===== src/rtl/mem_writeback_pkg.sv =====
// Shared encodings for the memory/write-back stage: result select,
// load funct3 values and the stage state machine.
package mem_writeback_pkg;

  // Write-back source select (3 is reserved and behaves like WB_ALU)
  localparam logic [1:0] WB_ALU = 2'd0;
  localparam logic [1:0] WB_MEM = 2'd1;
  localparam logic [1:0] WB_PC4 = 2'd2;

  // Load width/sign encodings
  localparam logic [2:0] F3_LB  = 3'b000;
  localparam logic [2:0] F3_LH  = 3'b001;
  localparam logic [2:0] F3_LW  = 3'b010;
  localparam logic [2:0] F3_LBU = 3'b100;
  localparam logic [2:0] F3_LHU = 3'b101;

  // Stage state: the state itself doubles as the stage-register valid bit
  typedef enum logic [1:0] {
    ST_EMPTY = 2'd0,
    ST_HOLD  = 2'd1,
    ST_WAIT  = 2'd2
  } wb_state_t;

endpackage


===== src/rtl/load_align.sv =====
// Load data aligner: picks the byte/halfword lane out of a word-aligned
// read and extends it; flags misaligned accesses and illegal funct3.
module load_align
  import mem_writeback_pkg::*;
(
  input  logic [31:0] rdata,
  input  logic [1:0]  addr_lo,
  input  logic [2:0]  funct3,
  output logic [31:0] data,
  output logic        fault
);

  logic [7:0]  lane_byte;
  logic [15:0] lane_half;

  assign lane_byte = rdata[{addr_lo, 3'b000} +: 8];
  assign lane_half = rdata[{addr_lo[1], 4'b0000} +: 16];

  // Width/sign selection and alignment check
  always_comb begin
    data  = 32'd0;
    fault = 1'b0;
    case (funct3)
      F3_LB:  data = {{24{lane_byte[7]}}, lane_byte};
      F3_LBU: data = {24'd0, lane_byte};
      F3_LH: begin
        data  = {{16{lane_half[15]}}, lane_half};
        fault = addr_lo[0];
      end
      F3_LHU: begin
        data  = {16'd0, lane_half};
        fault = addr_lo[0];
      end
      F3_LW: begin
        data  = rdata;
        fault = (addr_lo != 2'b00);
      end
      default: fault = 1'b1;
    endcase
  end

endmodule


===== src/rtl/mem_writeback.sv =====
// Final pipeline stage: registers execute outputs, completes loads against
// a variable-latency memory and drives the register-file write port.
module mem_writeback
  import mem_writeback_pkg::*;
#(
  parameter int CNT_W = 32
) (
  input  logic             clk,
  input  logic             rst,
  input  logic             ex_valid,
  input  logic [31:0]      ex_result,
  input  logic [31:0]      ex_addr,
  input  logic [31:0]      ex_pc,
  input  logic [4:0]       ex_rd,
  input  logic             ex_reg_we,
  input  logic             ex_is_load,
  input  logic [1:0]       ex_wb_sel,
  input  logic [2:0]       ex_funct3,
  input  logic             dmem_resp_valid,
  input  logic [31:0]      dmem_rdata,
  output logic             stall,
  output logic             wb_we,
  output logic [4:0]       wb_rd,
  output logic [31:0]      wb_data,
  output logic             load_fault,
  output logic             spurious_resp,
  output logic [CNT_W-1:0] stall_cycles
);

  wb_state_t        state_reg;
  logic [31:0]      result_reg;
  logic [31:0]      pc_reg;
  logic [1:0]       addr_lo_reg;
  logic [4:0]       rd_reg;
  logic             reg_we_reg;
  logic [1:0]       wb_sel_reg;
  logic [2:0]       funct3_reg;
  logic [4:0]       last_rd_reg;
  logic [31:0]      last_data_reg;
  logic             spurious_reg;
  logic [CNT_W-1:0] stall_cnt_reg;

  logic [31:0] load_data;
  logic        align_fault;
  logic        resp_now;
  logic        we_now;
  logic [31:0] data_now;

  // Only the byte lane of the address matters once the word has been read
  logic unused_addr_bits;
  assign unused_addr_bits = ^ex_addr[31:2];

  load_align u_load_align (
    .rdata   (dmem_rdata),
    .addr_lo (addr_lo_reg),
    .funct3  (funct3_reg),
    .data    (load_data),
    .fault   (align_fault)
  );

  // Write-port and stall decode from the held instruction and memory response
  always_comb begin
    resp_now   = (state_reg == ST_WAIT) && dmem_resp_valid;
    stall      = (state_reg == ST_WAIT) && !dmem_resp_valid;
    load_fault = resp_now && align_fault;
    we_now     = 1'b0;
    data_now   = (wb_sel_reg == WB_PC4) ? pc_reg + 32'd4 : result_reg;
    case (state_reg)
      ST_HOLD: we_now = reg_we_reg && (rd_reg != 5'd0);
      ST_WAIT: begin
        we_now   = resp_now && reg_we_reg && (rd_reg != 5'd0) && !align_fault;
        data_now = load_data;
      end
      default: we_now = 1'b0;
    endcase
  end

  // rd/data keep showing the last write while no write is happening
  assign wb_we         = we_now;
  assign wb_rd         = we_now ? rd_reg : last_rd_reg;
  assign wb_data       = we_now ? data_now : last_data_reg;
  assign spurious_resp = spurious_reg;
  assign stall_cycles  = stall_cnt_reg;

  // Stage register and state: capture a new instruction whenever not stalled
  always_ff @(posedge clk) begin
    if (rst) begin
      state_reg   <= ST_EMPTY;
      result_reg  <= 32'd0;
      pc_reg      <= 32'd0;
      addr_lo_reg <= 2'd0;
      rd_reg      <= 5'd0;
      reg_we_reg  <= 1'b0;
      wb_sel_reg  <= WB_ALU;
      funct3_reg  <= F3_LB;
    end else if (!stall) begin
      result_reg  <= ex_result;
      pc_reg      <= ex_pc;
      addr_lo_reg <= ex_addr[1:0];
      rd_reg      <= ex_rd;
      reg_we_reg  <= ex_reg_we;
      wb_sel_reg  <= ex_wb_sel;
      funct3_reg  <= ex_funct3;
      if (!ex_valid)
        state_reg <= ST_EMPTY;
      else if (ex_is_load)
        state_reg <= ST_WAIT;
      else
        state_reg <= ST_HOLD;
    end
  end

  // Remember the most recent register-file write
  always_ff @(posedge clk) begin
    if (rst) begin
      last_rd_reg   <= 5'd0;
      last_data_reg <= 32'd0;
    end else if (we_now) begin
      last_rd_reg   <= rd_reg;
      last_data_reg <= data_now;
    end
  end

  // Sticky flag for a response with no load outstanding
  always_ff @(posedge clk) begin
    if (rst)
      spurious_reg <= 1'b0;
    else if (dmem_resp_valid && (state_reg != ST_WAIT))
      spurious_reg <= 1'b1;
  end

  // Saturating count of stalled cycles
  always_ff @(posedge clk) begin
    if (rst)
      stall_cnt_reg <= '0;
    else if (stall && (stall_cnt_reg != '1))
      stall_cnt_reg <= stall_cnt_reg + CNT_W'(1);
  end

endmodule


===== config.mk =====
export PLATFORM = sky130hd
export DESIGN_NAME = mem_writeback
export DESIGN_NICKNAME = d
export VERILOG_FILES = /design/src/rtl/mem_writeback_pkg.sv /design/src/rtl/load_align.sv /design/src/rtl/mem_writeback.sv
export SDC_FILE = /design/constraint.sdc
export NUM_CORES = 1
export LEC_CHECK = 0
export CELL_PAD_IN_SITES_DETAIL_PLACEMENT = 0
export CELL_PAD_IN_SITES_GLOBAL_PLACEMENT = 2
export CORE_MARGIN = 3
export CORE_UTILIZATION = 27
export CTS_BUF_LIST = sky130_fd_sc_hd__clkbuf_2 sky130_fd_sc_hd__clkbuf_4 sky130_fd_sc_hd__clkbuf_8
export CTS_CLUSTER_SIZE = 16
export DETAILED_ROUTE_END_ITERATION = 16
export MAX_ROUTING_LAYER = met4
export PLACE_DENSITY = 0.92
export SLEW_MARGIN = 0
export SYNTH_ARGS = -nofsm -noshare
export SYNTH_HDL_FRONTEND = slang
export SYNTH_SLANG_ARGS = --single-unit

===== constraint.sdc =====
create_clock -name clk -period 2.9 [get_ports clk]
set_input_delay 0.29 -clock clk [delete_from_list [all_inputs] [get_ports clk]]
set_output_delay 0.29 -clock clk [all_outputs]
set_load 0.01 [all_outputs]

==> results.sh, run 1 <==
export IMPL_endpoint_kind="primary output"
export IMPL_cts_tree="done"
export IMPL_register_area_um2=3000
export IMPL_place_inst=1570
export IMPL_die_w_um=174
export IMPL_worst_hold_slack_ps=391
export IMPL_gp_congestion=0.893
export IMPL_syn_to_final_growth_pct=44.0
export IMPL_cts_buffers=17
export IMPL_startpoint_type="flop"
export IMPL_htreeDepth=4
export IMPL_io_pins=217
export IMPL_synth_edff_count=0
export IMPL_seq_area_frac_synth_pct=39.3
export IMPL_dr_pass1_iters=5
export IMPL_drcViolationCount=0
export IMPL_synthArstFlopShare_pct=0
export IMPL_synth_area_um2=7590
export IMPL_finalNonFillerCells=1612
export IMPL_multi_input_comb_area_um2=4500
export IMPL_drive_gt1_share_pct=18.3
export IMPL_worst_pin_slew_ps=776
export IMPL_hold_path_class="input pin to flop"
export IMPL_critPathMaxFanout=6
export IMPL_num_rows=60
export IMPL_grt_max_degree=67
export IMPL_finalSetupViolCount=0
export IMPL_fin_crit_sh_pct=99.3
export IMPL_vias=7834
export IMPL_drv_slew=0
export IMPL_dieArea_um2=30200
export IMPL_die_y_um=174
export IMPL_final_common_cell="nand2_1"
export IMPL_cp_arrival_ps=2590
export IMPL_fill_cells=2895
export IMPL_antenna_found_initial=1
export IMPL_rsz0062_at_grt="true"
export IMPL_drt_wirelength_per_cell_um=17.0
export IMPL_io_buffer_count=186
export IMPL_grt_pass1_vias=7433
export IMPL_cts_path_max_buffers=2
export IMPL_cp_required_ps=2610
export IMPL_crit_path_cell_trace="or4_4 -> o2111ai_4 -> or2_4 -> clkinv_8 -> buf_12 -> buf_8 -> nor2_4 -> nor3_2 -> o2bb2ai_2 -> buf_2"
export IMPL_clkSinkCount=149
export IMPL_hold_viol_final=0
export IMPL_nNetsFinal=1374
export IMPL_crit_type="flop to primary output"
export IMPL_max_cap_viol_count=0
export IMPL_via_per_inst=4.86
export IMPL_grt_ovfl_total=0
export IMPL_synth_cells=1007
export IMPL_power_leakage_uw=0.00423
export IMPL_maxSlewHeadroom_pct=48.3
export IMPL_regToRegSetupSlack_ps=660
export IMPL_coreArea_um2=27300
export IMPL_synth_cell_types=70
export IMPL_ys_ff_latch=149
export IMPL_p_per_area_nw_per_um2=410
export IMPL_finalPower_uw=4480
export IMPL_postSynthAreaPerCell_um2=7.54
export IMPL_dp_hpwl_mm=20.5
export IMPL_cts_clk_slew_worst_paths_ps=90
export IMPL_fmax_ghz=0.347
export IMPL_totalWireLength_mm=27.5
export IMPL_slowest_delay_ps=540
export IMPL_grt_pass1_wl_mm=42.4
export IMPL_final_cell_mix="210 x nand2_1, 148 x clkdlybuf4s50_1, 138 x dfxtp_1"
export IMPL_drt_iter0_markers=494
export IMPL_ir_drop_v=0.000220
export IMPL_min_period_ps=2880
export IMPL_outcome="complete, no violations"
export IMPL_final_antenna_net_count=0
export IMPL_synth_nets=1155
export IMPL_slowest_stage="or4_4"
export IMPL_insertion_delay_ps=450
export IMPL_synth_main_ff_cell="dfxtp_1"
export IMPL_initial_core_util_pct=27.8
export IMPL_ys_warnings_count=0
export IMPL_skew_ps=19.7
export IMPL_cts_root_buf="clkbuf_8"
export IMPL_grt_util_all_layers_pct=18.2
==> through the flow <==
stage / cell area, um2 / setup WS, ps / util [%] / TNS (ps)
2_1_floorplan: 7590 / 663 / - / 0
3_3_place_gp: 10200 / -43.9 / 37.3 / -52.7
3_5_place_dp: 10200 / -161 / 37.3 / -166
4_1_cts: 10700 / -220 / 39.3 / -880
5_1_grt: 10900 / -80.7 / 40.0 / -153
6_report: 10900 / 18.9 / 40.0 / 0
==> where the power goes <==
group	internal [uW]	total (uW)	switching [uW]	leakage [uW]
clock	713	1620	912	0.000183
sequential	2120	2180	59.1	0.00123
combinational	337	680	344	0.00282
==> cells by family after synthesis <==
group	count (synthesis)	synth area share, %
adders and majority gates	4	0.659
DFF	149	39.3
buffers and inverters	87	5.34
and+or+nand+nor	487	30.1
muxes	15	2.09
xor gates and xnor gates	44	5.07
AOI/OAI and AO/OA	221	17.5
==> synth_stat cells (5+ instances only) <==
master | instances | area [um2]
nand2_1 | 212 | 796
dfxtp_1 | 149 | 2980
a21oi_1 | 120 | 601
nor2_1 | 97 | 364
clkbuf_1 | 50 | 188
nor3_1 | 39 | 195
nand3_1 | 33 | 165
o21ai_0 | 28 | 140
xnor2_1 | 26 | 228
xor2_1 | 18 | 158
nand4_1 | 17 | 106
nor2b_1 | 15 | 93.8
buf_2 | 12 | 60.1
inv_1 | 12 | 45.0
or3_1 | 11 | 68.8
mux2i_1 | 8 | 80.1
nand2b_1 | 8 | 50.1
a31oi_1 | 7 | 43.8
buf_6 | 7 | 78.8
mux2_2 | 7 | 78.8
a211oi_1 | 6 | 45.0
a22oi_1 | 6 | 45.0
and2_1 | 6 | 37.5
and3_1 | 6 | 37.5
o21a_1 | 6 | 45.0
o221ai_1 | 6 | 52.6
or4_1 | 6 | 45.0
a222oi_1 | 5 | 50.1
and2b_1 | 5 | 37.5
and4_1 | 5 | 43.8
nor4_1 | 5 | 31.3
==> worst max-delay path: cells and delay by family (launching register included) <==
family	cells	cell delay, ps
and+or+nand+nor	4	950
buffers and inverters	4	520
AOI/OAI and AO/OA	2	350
DFF	1	330
==> final cells by class <==
cell class	instances	share of cell area, %
Clock buffer	18	2.21
Multi-Input combinational cell	771	41.2
Antenna cell	1	0.0229
Clock inverter	14	1.29
Sequential cell	149	27.4
Tap cell	372	4.26
Timing Repair Buffer	273	23.0
Inverter	14	0.595
==> layer usage <==
layer | track usage [%] | vias to the layer above | share of wire (%)
met2 | 27.4 | 219 | 44
li1 | - | 3929 | -
met3 | 3.31 | 11 | 5.9
met4 | 3.38 | 0 | 0.67
met1 | 25.8 | 3675 | 49
met5 | - | - | 0
==> repair_timing <==
item	4_1_cts	5_1_grt
hold buffers	0	0
pin swaps	3	9
buffers inserted	0	8
endpoints found under the setup margin	38	34
resized for setup	86	94
cloned	0	1
==> path summary, 6_finish.rpt <==
check | start | cells after the start | endpoint
hold reg to reg | pc_reg[1] | 2 | pc_reg[1]
setup / recovery | rd_reg[0] | 10 | wb_data[27]
setup reg to reg | stall_cycles[26] | 6 | stall_cycles[19]
hold / removal | ex_pc[17] | 3 | pc_reg[17]
Power figures use the tool's default switching activity.
==> run 2, diff against run 1 <==
--- a/config.mk
+++ b/config.mk
@@ -5,6 +5,7 @@
 export SDC_FILE = /design/constraint.sdc
 export NUM_CORES = 1
 export LEC_CHECK = 0
+export CAP_MARGIN = 25
 export CELL_PAD_IN_SITES_DETAIL_PLACEMENT = 0
 export CELL_PAD_IN_SITES_GLOBAL_PLACEMENT = 2
 export CORE_MARGIN = 3
==> results of run 2 <==
Same layout as run 1: the final DEF is identical, and so are final timing and power.
==> run 3, diff against run 2 <==
--- a/config.mk
+++ b/config.mk
@@ -5,11 +5,12 @@
 export SDC_FILE = /design/constraint.sdc
 export NUM_CORES = 1
 export LEC_CHECK = 0
+export ABC_AREA = 1
 export CAP_MARGIN = 25
 export CELL_PAD_IN_SITES_DETAIL_PLACEMENT = 0
 export CELL_PAD_IN_SITES_GLOBAL_PLACEMENT = 2
-export CORE_MARGIN = 3
-export CORE_UTILIZATION = 27
+export CORE_MARGIN = 4
+export CORE_UTILIZATION = 26
 export CTS_BUF_LIST = sky130_fd_sc_hd__clkbuf_2 sky130_fd_sc_hd__clkbuf_4 sky130_fd_sc_hd__clkbuf_8
 export CTS_CLUSTER_SIZE = 16
 export DETAILED_ROUTE_END_ITERATION = 16
@@ -18,4 +19,5 @@
 export SLEW_MARGIN = 0
 export SYNTH_ARGS = -nofsm -noshare
 export SYNTH_HDL_FRONTEND = slang
+export SYNTH_HIERARCHICAL = 1
 export SYNTH_SLANG_ARGS = --single-unit
==> run 3 against run 2 <==
Synthesized area is 14% higher. Sequential share of layout area is 1.6 points lower. Clock skew is 2.1 ps higher. Fmax is 3.1% higher. Largest cell class unchanged. Largest power group unchanged. Highest routed layer unchanged.
==> results.sh, run 3 <==
export IMPL_p_per_area_nw_per_um2=404
export IMPL_grt_max_degree=65
export IMPL_nNetsFinal=1750
export IMPL_critPathMostFrequentCell="buf_4"
export IMPL_max_cap_viol_count=0
export IMPL_grt_pass1_vias=8733
export IMPL_cts_path_max_buffers=2
export IMPL_final_common_cell="nand2_1"
export IMPL_cts_root_buf="clkbuf_8"
export IMPL_syn_to_final_growth_pct=34.6
export IMPL_place_inst=2006
export IMPL_cp_required_ps=2610
export IMPL_synth_edff_count=0
export IMPL_synthArstFlopShare_pct=0
export IMPL_dp_hpwl_mm=24.0
export IMPL_skew_ps=21.8
export IMPL_initial_core_util_pct=26.4
export IMPL_cts_buffers=17
export IMPL_seq_area_frac_synth_pct=34.6
export IMPL_synth_area_um2=8620
export IMPL_antenna_found_initial=1
export IMPL_synth_top_area_share_pct=34.6
export IMPL_synth_cell_types=38
export IMPL_vias=9296
export IMPL_worst_pin_slew_ps=775
export IMPL_ys_ff_latch=149
export IMPL_maxSlewHeadroom_pct=48.3
export IMPL_final_cell_mix="424 x nand2_1, 265 x nor2_1, 148 x clkdlybuf4s50_1"
export IMPL_synth_nets=1569
export IMPL_slowest_stage="dfxtp_4"
export IMPL_totalWireLength_mm=32.0
export IMPL_crit_path_cell_trace="inv_2 -> nand3_4 -> inv_1 -> o21ai_2 -> nand3_2 -> o21bai_4 -> o211ai_4 -> buf_4 -> buf_4 -> buf_4 -> o21ai_2 -> clkdlybuf4s15_1"
export IMPL_comb_power_share_pct=16.5
export IMPL_ir_drop_v=0.000278
export IMPL_grt_util_all_layers_pct=17.8
export IMPL_dr_pass1_iters=5
export IMPL_min_period_ps=2790
export IMPL_pwr_share_clk_pct=36.9
export IMPL_cts_tree="done"
export IMPL_io_pins=217
export IMPL_synth_mux_area_share_pct=0.116
export IMPL_hold_viol_final=0
export IMPL_switchingPower_uw=1430
export IMPL_drt_iter0_markers=678
export IMPL_num_rows=66
export IMPL_clkSinkCount=149
export IMPL_htreeDepth=4
export IMPL_critPathMaxFanout=5
export IMPL_hold_path_class="input pin to flop"
export IMPL_synth_top_cells_by_area="dfxtp_1 35%, nand2_1 18%, nor2_1 12%"
export IMPL_yosys_area_top_type="dfxtp_1"
export IMPL_coreArea_um2=32600
export IMPL_slowest_delay_ps=380
export IMPL_p_int_uw=3250
export IMPL_synth_top_family_by_area="simple AND/OR/NAND/NOR gates"
export IMPL_outcome="complete, no violations"
export IMPL_grt_ovfl_total=0
export IMPL_switching_share_pct=30.5
export IMPL_worst_hold_slack_ps=233
export IMPL_rsz0062_at_grt="true"
export IMPL_synth_cells=1421
export IMPL_postCtsHoldBufs=0
export IMPL_drcViolationCount=0
export IMPL_ys_warnings_count=6
export IMPL_synth_simple_area_share_pct=39.1
export IMPL_via_per_inst=4.52
export IMPL_drt_wirelength_per_cell_um=15.5
export IMPL_die_w_um=190
export IMPL_cts_clk_slew_worst_paths_ps=100
export IMPL_final_antenna_net_count=0
export IMPL_die_y_um=190
export IMPL_grt_pass1_wl_mm=49.3
export IMPL_dieArea_um2=36100
export IMPL_synth_compound_area_share_pct=14.4
export IMPL_fin_crit_sh_pct=96.3
export IMPL_io_buffer_count=186
export IMPL_register_area_um2=2990
export IMPL_drive_gt1_share_pct=9.16
export IMPL_insertion_delay_ps=470
export IMPL_fmax_ghz=0.358
export IMPL_synthTopCellsByCount="424 x nand2_1, 277 x nor2_1, 149 x dfxtp_1"
export IMPL_postSynthAreaPerCell_um2=6.07
export IMPL_finalNonFillerCells=2058
export IMPL_synth_most_common_cell="nand2_1"
export IMPL_crit_type="flop to primary output"
export IMPL_cp_arrival_ps=2500
export IMPL_gp_congestion=0.860
export IMPL_drv_slew=0
export IMPL_synth_main_ff_cell="dfxtp_1"
export IMPL_seq_power_share_pct=46.6
export IMPL_multi_input_comb_area_um2=5000
export IMPL_power_leakage_uw=0.00518
export IMPL_synthAdderAreaFrac_pct=0.581
export IMPL_endpoint_kind="primary output"
export IMPL_synth_xor_area_share_pct=2.03
export IMPL_finalSetupViolCount=0
export IMPL_startpoint_type="flop"
export IMPL_fill_cells=3600
export IMPL_finish_utilization_pct=35.6
## run 3: cell count changes in the layout (fill, tap and decap cells not counted), moves of 19 or more
cell and change:
nand2_1 +214, nor2_1 +176, inv_1 +91, o21ai_0 +80, buf_4 -44, nand3_1 +26, nor3_1 -25, dlygate4sd2_1 +19
## run 3: critical path, delay by kind of cell (launching register included)
kind	cells	cell delay, ps
buf+inv	6	810
simple gates	2	210
compound gates	4	620
flops	1	380
## run 3: worst paths after layout
check                  start          endpoint  slack, ps  cells after the start
max reg2reg  stall_cycles[1]  stall_cycles[19]        870                     12
max            funct3_reg[0]        wb_data[2]        110                     12
min reg2reg    wb_sel_reg[0]     wb_sel_reg[0]        470                      2
min                      rst  stall_cycles[22]        230                      4
## run 3: metrics by stage
step	total power [uW]	setup WS (ps)	cell area, um2	setup TNS, ps
floorplan	2620	808	8620	0
global placement	2960	126	10900	0
detailed placement	2970	146	10900	0
CTS	4720	-88.5	11500	-220
global route	4910	-57.1	11600	-111
finish	4680	106	11600	0
## run 3: metal layers
layer / global-route usage (%) / part of all wire [%]
met5: - / 0
met2: 29.3 / 48
met1: 23.7 / 47
met4: 3.73 / 1.2
met3: 2.33 / 3.9
## run 3: what timing repair did
action,CTS,global route
endpoints found under the hold margin,0,0
cloned,2,1
pin swaps,3,7
endpoints found under the setup margin,38,8
gates resized for setup,71,24
buffers inserted,6,9
## run 3: area by class of cell
type                       count  share of cell area [%]
clock inverter                14                    1.39
timing repair buffer         229                    19.1
clock buffer                  18                    2.08
tap                          442                    4.77
inverter                     115                    3.78
sequential                   149                    25.8
antenna                        1                  0.0216
multi-input combinational   1090                    43.1
## run 3: cells by family (layout without fill, tap and decap cells)
kind of cell    count (synthesis)  count (layout)
flops                         149             149
xor+xnor                       20              20
buf+inv                       184             376
fa+ha+maj                       4               4
simple gates                  824             825
other cells                     0               1
mux                             1               1
compound gates                239             240
## run 3: power by group through the flow
stage	Clock [uW]	Sequential, uW	Combinational, uW
floorplan	0	2220	406
global placement	0	2230	735
detailed placement	0	2230	739
CTS	1780	2190	758
global route	1860	2200	859
finish	1730	2180	772
